$ cat src/rtl/mc_ctrl_hs.sv
// Multi-cycle MIPS-subset control FSM with req/ack memory handshake, bus timeout,
// precise exceptions (reserved instr, bus error, interrupt) and a retire pulse.
module mc_ctrl_hs #(
  parameter int ALUOP_W = 3,
  parameter int TIMEOUT = 16,
  parameter int TO_W    = 5
) (
  input  logic               clk,
  input  logic               rst,
  input  logic [5:0]         op,
  input  logic [5:0]         funct,
  input  logic               mem_ack,
  input  logic               irq,
  input  logic               irq_en,
  output logic               mem_req,
  output logic               mem_we,
  output logic               ir_write,
  output logic               a_write,
  output logic               b_write,
  output logic               c_write,
  output logic               pc_write,
  output logic               reg_write,
  output logic               regdst,
  output logic               extop,
  output logic               alusrc,
  output logic               memread,
  output logic               r31,
  output logic [ALUOP_W-1:0] aluop,
  output logic [2:0]         pc_sel,
  output logic               epc_write,
  output logic [1:0]         exc_cause,
  output logic               retire
);
  typedef enum logic [2:0] {S_IF, S_ID, S_EX, S_MEM, S_WB, S_EXC} state_e;

  localparam logic [5:0] OP_R = 6'b000000, OP_J = 6'b000010, OP_JAL = 6'b000011,
    OP_BEQ = 6'b000100, OP_ADDI = 6'b001000, OP_ADDIU = 6'b001001, OP_ANDI = 6'b001100,
    OP_ORI = 6'b001101, OP_LUI = 6'b001111, OP_LW = 6'b100011, OP_SW = 6'b101011;
  localparam logic [5:0] F_ADD = 6'b100000, F_ADDU = 6'b100001, F_SUBU = 6'b100011,
    F_AND = 6'b100100, F_OR = 6'b100101, F_SLT = 6'b101010, F_JR = 6'b001000;
  localparam logic [ALUOP_W-1:0] A_ADD = ALUOP_W'(0), A_SUB = ALUOP_W'(1),
    A_AND = ALUOP_W'(2), A_OR = ALUOP_W'(3), A_SLT = ALUOP_W'(4), A_LUI = ALUOP_W'(5);
  localparam logic [TO_W-1:0] TO_LAST = TO_W'(TIMEOUT - 1);

  state_e          state_q, state_d;
  logic [5:0]      op_q, op_d, funct_q, funct_d;
  logic [TO_W-1:0] cnt_q, cnt_d;
  logic [1:0]      cause_q, cause_d;
  logic            ifent_q, ifent_d;
  logic            is_r, f_ok, op_ok, ext_imm, to_hit;

  always_ff @(posedge clk or negedge rst) begin
    if (!rst) begin
      state_q <= S_IF;
      op_q    <= '0;
      funct_q <= '0;
      cnt_q   <= '0;
      cause_q <= '0;
      ifent_q <= 1'b1;
    end else begin
      state_q <= state_d;
      op_q    <= op_d;
      funct_q <= funct_d;
      cnt_q   <= cnt_d;
      cause_q <= cause_d;
      ifent_q <= ifent_d;
    end
  end

  // Decode strictly from the latched IR fields.
  always_comb begin
    is_r    = (op_q == OP_R);
    f_ok    = funct_q inside {F_ADD, F_ADDU, F_SUBU, F_AND, F_OR, F_SLT, F_JR};
    op_ok   = (is_r && f_ok) || (op_q inside {OP_J, OP_JAL, OP_BEQ, OP_ADDI, OP_ADDIU,
              OP_ANDI, OP_ORI, OP_LUI, OP_LW, OP_SW});
    ext_imm = op_q inside {OP_ADDI, OP_ADDIU, OP_LW, OP_SW, OP_BEQ};
    to_hit  = (TIMEOUT != 0) && (cnt_q == TO_LAST);
  end

  always_comb begin
    state_d   = state_q;
    op_d      = op_q;
    funct_d   = funct_q;
    cnt_d     = '0;
    cause_d   = cause_q;
    mem_req   = 1'b0;
    mem_we    = 1'b0;
    ir_write  = 1'b0;
    a_write   = 1'b0;
    b_write   = 1'b0;
    c_write   = 1'b0;
    pc_write  = 1'b0;
    reg_write = 1'b0;
    regdst    = 1'b0;
    extop     = 1'b0;
    alusrc    = 1'b0;
    memread   = 1'b0;
    r31       = 1'b0;
    aluop     = A_ADD;
    pc_sel    = 3'd0;
    epc_write = 1'b0;
    exc_cause = 2'd0;
    retire    = 1'b0;
    unique case (state_q)
      S_IF: begin
        if (ifent_q && irq && irq_en) begin
          state_d = S_EXC;
          cause_d = 2'd3;
        end else begin
          mem_req = 1'b1;
          if (mem_ack) begin
            ir_write = 1'b1;
            op_d     = op;
            funct_d  = funct;
            state_d  = S_ID;
          end else if (to_hit) begin
            state_d = S_EXC;
            cause_d = 2'd2;
          end else cnt_d = cnt_q + 1'b1;
        end
      end
      S_ID: begin
        a_write = 1'b1;
        b_write = 1'b1;
        extop   = ext_imm;
        if (!op_ok) begin
          state_d = S_EXC;
          cause_d = 2'd1;
        end else if (op_q == OP_J) begin
          pc_sel   = 3'd1;
          pc_write = 1'b1;
          retire   = 1'b1;
          state_d  = S_IF;
        end else if (op_q == OP_JAL) begin
          pc_sel  = 3'd1;
          r31     = 1'b1;
          state_d = S_WB;
        end else state_d = S_EX;
      end
      S_EX: begin
        c_write = 1'b1;
        alusrc  = !(is_r || op_q == OP_BEQ);
        state_d = S_WB;
        case (op_q)
          OP_R: begin
            case (funct_q)
              F_SUBU:  aluop = A_SUB;
              F_AND:   aluop = A_AND;
              F_OR:    aluop = A_OR;
              F_SLT:   aluop = A_SLT;
              F_JR: begin
                pc_sel   = 3'd2;
                pc_write = 1'b1;
                retire   = 1'b1;
                state_d  = S_IF;
              end
              default: aluop = A_ADD;
            endcase
          end
          OP_ANDI: aluop = A_AND;
          OP_ORI:  aluop = A_OR;
          OP_LUI:  aluop = A_LUI;
          OP_LW, OP_SW: state_d = S_MEM;
          OP_BEQ: begin
            aluop    = A_SUB;
            pc_sel   = 3'd3;
            pc_write = 1'b1;
            retire   = 1'b1;
            state_d  = S_IF;
          end
          default: aluop = A_ADD;
        endcase
      end
      S_MEM: begin
        mem_req = 1'b1;
        mem_we  = (op_q == OP_SW);
        if (mem_ack) begin
          if (op_q == OP_SW) begin
            pc_write = 1'b1;
            retire   = 1'b1;
            state_d  = S_IF;
          end else state_d = S_WB;
        end else if (to_hit) begin
          state_d = S_EXC;
          cause_d = 2'd2;
        end else cnt_d = cnt_q + 1'b1;
      end
      S_WB: begin
        reg_write = 1'b1;
        pc_write  = 1'b1;
        retire    = 1'b1;
        regdst    = is_r;
        memread   = (op_q == OP_LW);
        r31       = (op_q == OP_JAL);
        state_d   = S_IF;
      end
      S_EXC: begin
        epc_write = 1'b1;
        pc_write  = 1'b1;
        pc_sel    = 3'd4;
        exc_cause = cause_q;
        state_d   = S_IF;
      end
      default: state_d = S_IF;
    endcase
    ifent_d = (state_d == S_IF) && (state_q != S_IF);
    // Outputs collapse while reset is held so an in-flight request drops at once.
    if (!rst) begin
      mem_req   = 1'b0;
      mem_we    = 1'b0;
      ir_write  = 1'b0;
      a_write   = 1'b0;
      b_write   = 1'b0;
      c_write   = 1'b0;
      pc_write  = 1'b0;
      reg_write = 1'b0;
      regdst    = 1'b0;
      extop     = 1'b0;
      alusrc    = 1'b0;
      memread   = 1'b0;
      r31       = 1'b0;
      aluop     = A_ADD;
      pc_sel    = 3'd0;
      epc_write = 1'b0;
      exc_cause = 2'd0;
      retire    = 1'b0;
    end
  end
endmodule

$ cat config.mk
export PLATFORM = sky130hd
export DESIGN_NAME = mc_ctrl_hs
export DESIGN_NICKNAME = d
export VERILOG_FILES = /design/src/rtl/mc_ctrl_hs.sv
export SDC_FILE = /design/constraint.sdc
export NUM_CORES = 1
export LEC_CHECK = 0
export BUFFER_PORTS_ARGS = -buffer_cell sky130_fd_sc_hd__buf_4
export CAP_MARGIN = 20
export CORE_MARGIN = 5
export CORE_UTILIZATION = 48
export DETAILED_ROUTE_END_ITERATION = 10
export PLACE_DENSITY_LB_ADDON = 0.25
export SYNTH_ARGS = -nofsm -noshare
export SYNTH_HDL_FRONTEND = slang
export SYNTH_SLANG_ARGS = --single-unit
$ cat constraint.sdc
create_clock -name clk -period 1.6 [get_ports clk]
set_input_delay 0.16 -clock clk [delete_from_list [all_inputs] [get_ports clk]]
set_output_delay 0.16 -clock clk [all_outputs]
set_load 0.1 [all_outputs]
==> results.json, run 1 <==
{
  "status": "did not finish",
  "stop_stage": "global routing",
  "tool.error": "[ERROR DPL-0038] Utilization greater than 100%, impossible to legalize",
  "cts_max_path_buffers": 2,
  "synth_top_area_share_pct": 34.2,
  "dieHeight_um": 67.9,
  "io-pin-count": 40,
  "worst-ep-kind": "top-level output",
  "synth_cell_types": 58,
  "clock-sinks": 23,
  "synth_edf_count": 0,
  "die_w_um": 67.9,
  "io_buffers": 39,
  "postSynthCellCount": 174,
  "place_hpwl_mm": 3.98,
  "place.gp.congestion": 0.884,
  "cts-root-buf": "clkbuf_4",
  "yosysSeqAreaShare_pct": 35.8,
  "async_flop_share_pct": 100,
  "synth_nets": 192,
  "synth_top_area_cell": "dfrtp_1",
  "start_util_pct": 49.0,
  "post_dp_cell_area_mm2": 0.00248,
  "ys_ff_latch": 23,
  "post-place-ws_ns": -0.403,
  "synth_top_flop_cell": "dfrtp_1",
  "grt-worst-endpoint": "r31",
  "num_rows": 21,
  "synth_warnings": 0,
  "syn_area_mm2": 0.00161,
  "grt_max_degree": 15,
  "avgSynthCellArea_um2": 9.25,
  "h-tree-depth": 1,
  "cts_buffers": 3,
  "synth_top_cells_by_area": "dfrtp_1 34%, mux2_2 8.4%, nor2_1 5.4%"
}
Yosys cell counts (5+ instances only):
cell and number:
buf_2 5, nor2_1 23, dfrtp_1 22, nor2b_1 7
o21ai_0 7, inv_1 5, a21oi_1 7, and2_1 5
nand3_1 9, mux2_2 12
kinds of logic after synthesis:
| group | share of synthesized area (%) |
|---|---|
| compound gates | 16.0 |
| mux | 8.39 |
| xor+xnor | 1.63 |
| fa+ha+maj | 0.777 |
| flops | 35.8 |
| buf+inv | 4.82 |
| simple gates | 32.6 |
through the flow:
step | TNS, ns | instances | hold WS (ns) | util, %
floorplan | -5.52 | 174 | -0.136 | -
global placement | -3.13 | 300 | -0.0200 | 75.5
detailed placement | -3.71 | 300 | -0.0171 | 75.5
CTS | -9.30 | 320 | 0.0642 | 93.4
timing repair:
action,4_1_cts
endpoints found under the setup margin,30
hold endpoints to repair,22
hold buffers,1
gates resized for setup,108
buffers inserted,18
pin swaps,32
==> inputs of run 2 (changes only) <==
--- a/config.mk
+++ b/config.mk
@@ -8,9 +8,9 @@
 export BUFFER_PORTS_ARGS = -buffer_cell sky130_fd_sc_hd__buf_4
 export CAP_MARGIN = 20
 export CORE_MARGIN = 5
-export CORE_UTILIZATION = 48
+export CORE_UTILIZATION = 40
 export DETAILED_ROUTE_END_ITERATION = 10
-export PLACE_DENSITY_LB_ADDON = 0.25
+export PLACE_DENSITY_LB_ADDON = 0.15
 export SYNTH_ARGS = -nofsm -noshare
 export SYNTH_HDL_FRONTEND = slang
 export SYNTH_SLANG_ARGS = --single-unit
==> constraint.sdc (replaced) <==
create_clock -name clk -period 2.1 [get_ports clk]
set_input_delay 0.21 -clock clk [delete_from_list [all_inputs] [get_ports clk]]
set_output_delay 0.21 -clock clk [all_outputs]
set_load 0.1 [all_outputs]
==> run 2 against run 1 <==
Effect of this change:
- the flow now finishes, with violations (setup timing)
- synthesized cell count stayed put
- area after synthesis stayed put
==> results.json, run 2 <==
{
  "fmax_mhz": 465,
  "hold_start": "op[5]",
  "r2r-end": "state_q[2]$_DFF_PN0_",
  "grt_max_degree": 24,
  "design_area_mm2": 0.00254,
  "synth_nets": 192,
  "h-tree-depth": 1,
  "grt_pass1_wl_mm": 8.07,
  "yosysSeqAreaShare_pct": 35.8,
  "async_flop_share_pct": 100,
  "synth_top_cells_by_area": "dfrtp_1 34%, mux2_2 8.4%, nor2_1 5.4%",
  "layout.nets": 263,
  "finalNonFillerCells": 294,
  "cp_slowest_cell": "or4_4",
  "synth_top_area_share_pct": 34.2,
  "min_path_cells": 2,
  "rsz0062_at_grt": "true",
  "synth_top_area_cell": "dfrtp_1",
  "place.gp.congestion": 0.909,
  "status": "finished, violations left",
  "synth_top_flop_cell": "dfrtp_1",
  "num_rows": 23,
  "max_stage_delay_ns": 0.56,
  "drt_pass1_iterations": 4,
  "postSynthCellCount": 174,
  "post_dp_cell_area_mm2": 0.00221,
  "layout_common_cells": "64 x buf_4, 14 x dfrtp_1, 13 x nor2_1, 12 x mux2_2",
  "dieHeight_um": 73.5,
  "cts_tree": "built",
  "dp.cells": 279,
  "synth_warnings": 0,
  "synth_edf_count": 0,
  "r2r_setup_slack_ns": 0.32,
  "dieArea_mm2": 0.00539,
  "synthAdderAreaFrac_pct": 0.777,
  "synth_most_common_cell": "nor2_1",
  "worst_setup_path_start_kind": "flop",
  "crit_family": "simple AND/OR/NAND/NOR gates",
  "track_usage_pct": 19.3,
  "irDropWorstVdd_mv": 0.796,
  "synth_mux_area_share_pct": 8.39,
  "clkTransAtPathRegs_ns": 0.09,
  "synth_compound_area_share_pct": 16.0,
  "area_growth_pct": 58.0,
  "ys_ff_latch": 23,
  "synth-simple-area-share_pct": 32.6,
  "layout_min_cycle_time_ns": 2.15,
  "cts-root-buf": "clkbuf_8",
  "largestRegisters": "funct_q: 6 flops, op_q: 6 flops, cnt_q: 5 flops",
  "max_cap_violations": 0,
  "drc": 0,
  "timing.final.crit_share_pct": 102,
  "slew_viol_final": 0,
  "cp.required_ns": 1.89,
  "gr-total-overflow": 0,
  "start_util_pct": 40.8,
  "post-place-ws_ns": 0.0770,
  "io_buffers": 39,
  "viasPerCell": 5.56,
  "clk_latency_ns": 0.27,
  "synthTopCellsByCount": "23 x nor2_1, 22 x dfrtp_1, 12 x mux2_2, 9 x nand3_1",
  "worst-path-buf-inv": 1,
  "layout_commonest_cell": "buf_4",
  "drtIter0Drc": 109,
  "final_antenna_net_count": 0,
  "place_hpwl_mm": 3.70,
  "fin_ws_ns": -0.0497,
  "worstReg2RegStart": "op_q[1]$_DFFE_PN0P_",
  "clock-sinks": 23,
  "p_total_mw": 3.55,
  "core_mm2": 0.00394,
  "fin_hold_ws_ns": 0.169,
  "arrival_ns": 1.94,
  "hold_path_class": "in -> reg",
  "synth_cell_types": 58,
  "cts_max_path_buffers": 2,
  "nFillCells": 312,
  "setup-tns-final_ns": -0.101,
  "die_w_um": 73.5,
  "finalSetupViolations": 4,
  "reg2reg_depth": 6,
  "syn_area_mm2": 0.00161,
  "cts_buffers": 3,
  "critPathKind": "reg -> out",
  "final_core_util_pct": 64.5,
  "grt_pass1_vias": 1668,
  "hold_viol": 0,
  "antenna_found_initial": 0,
  "max_slew.worst_pin.slew_ns": 0.304,
  "drive_gt1_share_pct": 60.2,
  "synth-xor-area-share_pct": 1.63,
  "crit_path_end_kind": "primary output",
  "crit_cells": 5,
  "max_slew_margin_pct": 79.7,
  "skew_ns": 0.00885,
  "hold-path-endpoint": "op_q[5]$_DFFE_PN0P_",
  "wl_mm": 4.96,
  "crit_path_max_fanout": 3,
  "antenna_cells": 0,
  "avgSynthCellArea_um2": 9.25,
  "route.detailed.wl_per_inst_um": 16.9,
  "synth_top_family_by_area": "simple AND/OR/NAND/NOR gates",
  "powerDensity_mw_per_mm2": 1390,
  "io-pin-count": 40,
  "crit_chain": "nor3b_4 -> nand2_2 -> or4_4 -> nor2_4 -> buf_12",
  "violations": "setup timing",
  "p_leak_nw": 1.07,
  "num_vias": 1634
}
==> run 2: how the worst max path moves through the flow <==
stage / start / end / slack, ns
floorplan: state_q[1]$_DFF_PN0_ / exc_cause[0] / -0.41
global placement: op_q[5]$_DFFE_PN0P_ / pc_sel[0] / 0.10
detailed placement: op_q[5]$_DFFE_PN0P_ / pc_sel[0] / 0.08
CTS: state_q[2]$_DFF_PN0_ / aluop[0] / -0.06
global route: op_q[0]$_DFFE_PN0P_ / aluop[2] / -0.12
finish: state_q[0]$_DFF_PN0_ / aluop[0] / -0.05
==> run 2: what timing repair did <==
action | CTS | global route
hold buffers | 1 | 0
setup endpoints to repair | 10 | 9
pin swaps | 7 | 6
resized for setup | 36 | 19
endpoints found under the hold margin | 4 | 0
buffers inserted | 7 | 3
==> run 2: final cells by class <==
type / instances / area (um2) / share of cell area, %
multi-input cells: 136 / 1160 / 45.7
repair buffers: 75 / 664 / 26.1
flip-flops and latches: 23 / 587 / 23.1
well taps: 50 / 62.6 / 2.46
clock buffers: 4 / 45.0 / 1.77
inverters: 6 / 22.5 / 0.885
==> run 2: cells by family (layout without fill, tap and decap cells) <==
kind of cell / Yosys count / count (layout)
and+or+nand+nor: 84 / 84
AOI/OAI and AO/OA: 36 / 36
DFF: 23 / 23
buffers and inverters: 15 / 85
muxes: 12 / 12
xor gates and xnor gates: 3 / 3
adders and majority gates: 1 / 1
==> run 2: per-layer routing <==
layer / share of wire [%] / wire length [um] / up-vias / global-route usage, %
li1: - / - / 780 / -
met1: 42 / 2060 / 795 / 25.3
met5: 0 / 0 / - / 0
met3: 4.6 / 228 / 10 / 2.60
met4: 1.9 / 95 / 0 / 6.84
met2: 52 / 2570 / 49 / 32.4
==> run 2: power by group <==
group | total [mW] | internal [mW] | switching (mW)
clock network | 0.286 | 0.136 | 0.150
registers | 0.915 | 0.642 | 0.274
logic | 2.34 | 1.03 | 1.32
total | 3.55 | 1.80 | 1.74
Power figures use the tool's default switching activity.
==> inputs of run 3 (changes only) <==
==> constraint.sdc (replaced) <==
create_clock -name clk -period 2.4 [get_ports clk]
set_input_delay 0.24 -clock clk [delete_from_list [all_inputs] [get_ports clk]]
set_output_delay 0.24 -clock clk [all_outputs]
set_load 0.1 [all_outputs]
==> run 3 against run 2 <==
Effect of this change:
- worst setup slack better by 0.096 ns
- clock-buffer cell count unchanged
- register-to-register slack better by 0.19 ns
- core utilization down 7.6 points
- the run now ends clean
- non-clock buffer count down 20
- critical endpoint unchanged
- sequential power down 7.5%
- clock power down 15%
- power down 24%
- critical path depth unchanged
- clock skew down 0.0023 ns
- sequential share of layout area up 2.9 points
==> results.json, run 3 (synthesis results as in run 2) <==
{
  "final_antenna_net_count": 0,
  "wl_mm": 4.73,
  "dieHeight_um": 73.5,
  "max_cap_violations": 0,
  "grt_pass1_vias": 1585,
  "clk_latency_ns": 0.26,
  "io_buffers": 39,
  "core_mm2": 0.00394,
  "nFillCells": 360,
  "r2r-end": "state_q[2]$_DFF_PN0_",
  "num_rows": 23,
  "layout_common_cells": "48 x buf_4, 17 x nor2_1, 16 x dfrtp_1, 12 x mux2_2, 9 x nand3_1",
  "grt_max_degree": 20,
  "timing.final.crit_share_pct": 98.1,
  "cp.required_ns": 2.16,
  "status": "finished clean",
  "dieArea_mm2": 0.00539,
  "drc": 0,
  "drt_pass1_iterations": 4,
  "crit_path_max_fanout": 7,
  "antenna_found_initial": 0,
  "hold_path_class": "in -> reg",
  "max_slew.worst_pin.slew_ns": 0.405,
  "finalSetupViolations": 0,
  "powerDensity_mw_per_mm2": 1210,
  "reg2reg_depth": 6,
  "io-pin-count": 40,
  "cts_tree": "built",
  "worstReg2RegStart": "op_q[2]$_DFFE_PN0P_",
  "p_leak_nw": 0.944,
  "startpoint": "state_q[2]$_DFF_PN0_",
  "post-place-ws_ns": 0.236,
  "fmax_mhz": 425,
  "clock-sinks": 23,
  "fin_ws_ns": 0.0464,
  "drtIter0Drc": 115,
  "place.gp.congestion": 0.946,
  "fin_hold_ws_ns": 0.210,
  "crit_path_end": "aluop[0]",
  "layout.nets": 243,
  "layout_commonest_cell": "buf_4",
  "design_area_mm2": 0.00225,
  "cts-root-buf": "clkbuf_8",
  "critPathKind": "reg -> out",
  "slew_viol_final": 0,
  "post_dp_cell_area_mm2": 0.00209,
  "drive_gt1_share_pct": 50.9,
  "grt_pass1_wl_mm": 7.78,
  "h-tree-depth": 1,
  "cts_max_path_buffers": 2,
  "max_slew_margin_pct": 72.7,
  "final_core_util_pct": 57.0,
  "irDropWorstVdd_mv": 0.566,
  "viasPerCell": 5.57,
  "place_hpwl_mm": 3.69,
  "antenna_cells": 0,
  "die_w_um": 73.5,
  "cts_buffers": 3,
  "layout_min_cycle_time_ns": 2.35,
  "hold_viol": 0,
  "arrival_ns": 2.11,
  "num_vias": 1527,
  "skew_ns": 0.00652,
  "start_util_pct": 40.8,
  "gr-total-overflow": 0,
  "area_growth_pct": 39.5,
  "clkTransAtPathRegs_ns": 0.09,
  "largestRegisters": "funct_q: 6 flops, op_q: 6 flops, cnt_q: 5 flops",
  "hold_start": "op[0]",
  "track_usage_pct": 18.2,
  "r2r_setup_slack_ns": 0.51,
  "worst_setup_path_start_kind": "flop",
  "crit_path_end_kind": "primary output",
  "route.detailed.wl_per_inst_um": 17.3
}
run 3: worst min-delay path by stage:
stage,end,depth (start not counted),slack [ns]
2_1_floorplan,cause_q[0]$_DFFE_PN0P_,0,-0.06
3_3_place_gp,funct_q[3]$_DFFE_PN0P_,1,0.13
3_5_place_dp,funct_q[2]$_DFFE_PN0P_,1,0.13
4_1_cts,op_q[0]$_DFFE_PN0P_,2,0.20
5_1_grt,op_q[2]$_DFFE_PN0P_,2,0.20
6_report,op_q[0]$_DFFE_PN0P_,2,0.21
run 3: repair_timing:
item	4_1_cts	5_1_grt
setup buffers	1	3
pin swaps	2	1
hold endpoints to repair	14	0
gates resized for setup	5	17
setup endpoints to repair	5	8
hold buffers	1	0
run 3: area by class of cell:
class	instances	area, um2	area share, %
flip-flops and latches	23	584	26.0
multi-input cells	136	1090	48.4
repair buffers	55	442	19.7
well taps	50	62.6	2.79
clock buffers	4	45.0	2.01
inverters	6	26.3	1.17
run 3: per-layer routing:
metal  part of all wire, %  track usage (%)  vias up
met4                  0.42             3.42        0
met3                   6.4             2.87        2
met2                    50             31.2       48
met5                     0                0        -
li1                      -                -      739
met1                    43             24.4      738
run 3: where the power goes:
part / internal (mW) / total [mW] / switching [mW]
Sequential: 0.558 / 0.846 / 0.288
Combinational: 0.645 / 1.62 / 0.974
Clock: 0.118 / 0.243 / 0.124
run 3: worst max-delay path, cell delays in order, from the launching register on:
cell and delay [ns]:
dfrtp_2 0.50, nor3b_4 0.28, nand2_2 0.13, or4_4 0.58
nor2_4 0.13, buf_6 0.23
run 3: per-stage QoR:
stage               power (mW)  setup TNS [ns]  instances
floorplan                 1.99          -0.353        174
global placement          2.34               0        265
detailed placement        2.38               0        265
CTS                       2.64               0        271
global route              2.87        -0.00933        274
finish                    2.71               0        274
==> inputs of run 4 (changes only) <==
--- a/config.mk
+++ b/config.mk
@@ -11,6 +11,7 @@
 export CORE_UTILIZATION = 40
 export DETAILED_ROUTE_END_ITERATION = 10
 export PLACE_DENSITY_LB_ADDON = 0.15
+export RECOVER_POWER = 50
 export SYNTH_ARGS = -nofsm -noshare
 export SYNTH_HDL_FRONTEND = slang
 export SYNTH_SLANG_ARGS = --single-unit
==> run 4 against run 3 <==
Effect of this change:
- via count is 1.2% higher
- final area is 0.78% lower
- worst hold slack is essentially flat
- power is 1.2% lower
- critical endpoint unchanged
- largest cell class unchanged
- highest routed layer unchanged
==> results.json, run 4 (synthesis results as in run 2) <==
{
  "fin_hold_ws_ns": 0.210,
  "num_vias": 1546,
  "finalSetupViolations": 0,
  "p_leak_nw": 0.937,
  "place.gp.congestion": 0.946,
  "layout_min_cycle_time_ns": 2.34,
  "cts_max_path_buffers": 2,
  "drtIter0Drc": 114,
  "layout.nets": 243,
  "cts_buffers": 3,
  "skew_ns": 0.00711,
  "timing.final.crit_share_pct": 97.3,
  "dieHeight_um": 73.5,
  "layout_common_cells": "46 x buf_4, 17 x nor2_1, 16 x dfrtp_1, 12 x mux2_2, 9 x nand3_1",
  "drt_pass1_iterations": 4,
  "largestRegisters": "funct_q: 6 flops, op_q: 6 flops, cnt_q: 5 flops",
  "startpoint": "state_q[2]$_DFF_PN0_",
  "nFillCells": 362,
  "worst-path-buf-inv": 1,
  "route.detailed.wl_per_inst_um": 17.3,
  "cp_slowest_cell": "or4_4",
  "crit_path_end_kind": "primary output",
  "max_stage_delay_ns": 0.58,
  "grt_pass1_vias": 1585,
  "cts_tree": "built",
  "track_usage_pct": 18.2,
  "grt_max_degree": 20,
  "status": "finished clean",
  "crit_path_max_fanout": 7,
  "crit_chain": "nor3b_4 -> nand2_2 -> or4_4 -> nor2_4 -> buf_6",
  "clock-sinks": 23,
  "area_growth_pct": 38.4,
  "fmax_mhz": 428,
  "powerDensity_mw_per_mm2": 1200,
  "arrival_ns": 2.10,
  "h-tree-depth": 1,
  "hold_viol": 0,
  "seq_area_um2": 584,
  "viasPerCell": 5.64,
  "multi_input_area_mm2": 0.00107,
  "place_hpwl_mm": 3.69,
  "final_antenna_net_count": 0,
  "start_util_pct": 40.8,
  "hold_path_class": "in -> reg",
  "dieArea_mm2": 0.00539,
  "worst_setup_path_start_kind": "flop",
  "rsz0062_at_grt": "false",
  "layout_commonest_cell": "buf_4",
  "irDropWorstVdd_mv": 0.567,
  "critPathKind": "reg -> out",
  "crit_path_end": "aluop[0]",
  "core_mm2": 0.00394,
  "p_total_mw": 2.67,
  "antenna_found_initial": 0,
  "max_slew_margin_pct": 67.8,
  "r2r-end": "funct_q[2]$_DFFE_PN0P_",
  "drc": 0,
  "crit_family": "simple AND/OR/NAND/NOR gates",
  "io_buffers": 39,
  "crit_cells": 5,
  "reg2reg_depth": 5,
  "clk_latency_ns": 0.26,
  "gr-total-overflow": 0,
  "max_slew.worst_pin.slew_ns": 0.479,
  "worstReg2RegStart": "state_q[0]$_DFF_PN0_",
  "grt_pass1_wl_mm": 7.78,
  "wl_mm": 4.73,
  "antenna_cells": 0,
  "cts-root-buf": "clkbuf_8",
  "clkTransAtPathRegs_ns": 0.09,
  "die_w_um": 73.5,
  "num_rows": 23,
  "drive_gt1_share_pct": 50.0,
  "slew_viol_final": 0,
  "r2r_setup_slack_ns": 0.32,
  "cp.required_ns": 2.16,
  "max_cap_violations": 0,
  "io-pin-count": 40
}
[run 4: cell types whose count changed in the layout (fill, tap and decap cells not counted), sizes merged]
cell	change
clkbuf	+2
buf	-2
[run 4: routing by layer]
metal | up-vias | wire (um) | global-route usage, % | share of wire (%)
met5 | - | 0 | 0 | 0
met4 | 0 | 35 | 3.42 | 0.74
met3 | 4 | 335 | 2.87 | 7.1
met2 | 49 | 2360 | 31.2 | 50
met1 | 751 | 2000 | 24.4 | 42
li1 | 742 | - | - | -
[run 4: worst min-delay path by stage]
stage	cells after the start	endpoint	startpoint	slack, ns
4_1_cts	2	op_q[0]$_DFFE_PN0P_	op[0]	0.20
5_1_grt	2	op_q[2]$_DFFE_PN0P_	op[2]	0.20
6_report	2	op_q[0]$_DFFE_PN0P_	op[0]	0.21
3_5_place_dp	1	funct_q[2]$_DFFE_PN0P_	rst	0.13
3_3_place_gp	1	funct_q[3]$_DFFE_PN0P_	rst	0.13
2_1_floorplan	0	cause_q[0]$_DFFE_PN0P_	rst	-0.06
[run 4: area by class of cell]
class                   instances  share of cell area (%)
clock buffers                   4                    2.02
well taps                      50                    2.81
multi-input cells             136                    48.2
repair buffers                 55                    19.5
flip-flops and latches         23                    26.2
inverters                       6                    1.18
[run 4: where the power goes]
| group | switching [mW] | total [mW] | internal (mW) |
|---|---|---|---|
| logic | 0.967 | 1.59 | 0.623 |
| registers | 0.283 | 0.841 | 0.558 |
| clock network | 0.125 | 0.243 | 0.118 |
| total | 1.38 | 2.67 | 1.30 |
[run 4: what timing repair did]
action / CTS / global route
hold buffers: 1 / 0
hold endpoints to repair: 14 / 0
setup endpoints to repair: 5 / 8
gates resized for setup: 5 / 17
buffers inserted: 1 / 3
pin swaps: 2 / 1
[run 4: through the flow]
| step | setup TNS, ns | util (%) | worst slack, ns | instance area, um2 | instances |
|---|---|---|---|---|---|
| 2_1_floorplan | -0.353 | - | -0.141 | 1710 | 174 |
| 3_3_place_gp | 0 | 52.9 | 0.240 | 2090 | 265 |
| 3_5_place_dp | 0 | 52.9 | 0.236 | 2090 | 265 |
| 4_1_cts | 0 | 54.9 | 0.0149 | 2160 | 271 |
| 5_1_grt | 0 | 56.5 | 0.00456 | 2230 | 274 |
| 6_report | 0 | 56.5 | 0.0642 | 2230 | 274 |
[run 4: worst register-to-register path, stage by stage, from the launching register on]
cell and delay (ns):
dfrtp_1 0.44, clkbuf_1 0.21, nor3_1 0.46, nand3_1 0.21, clkbuf_2 0.30, mux2_2 0.35
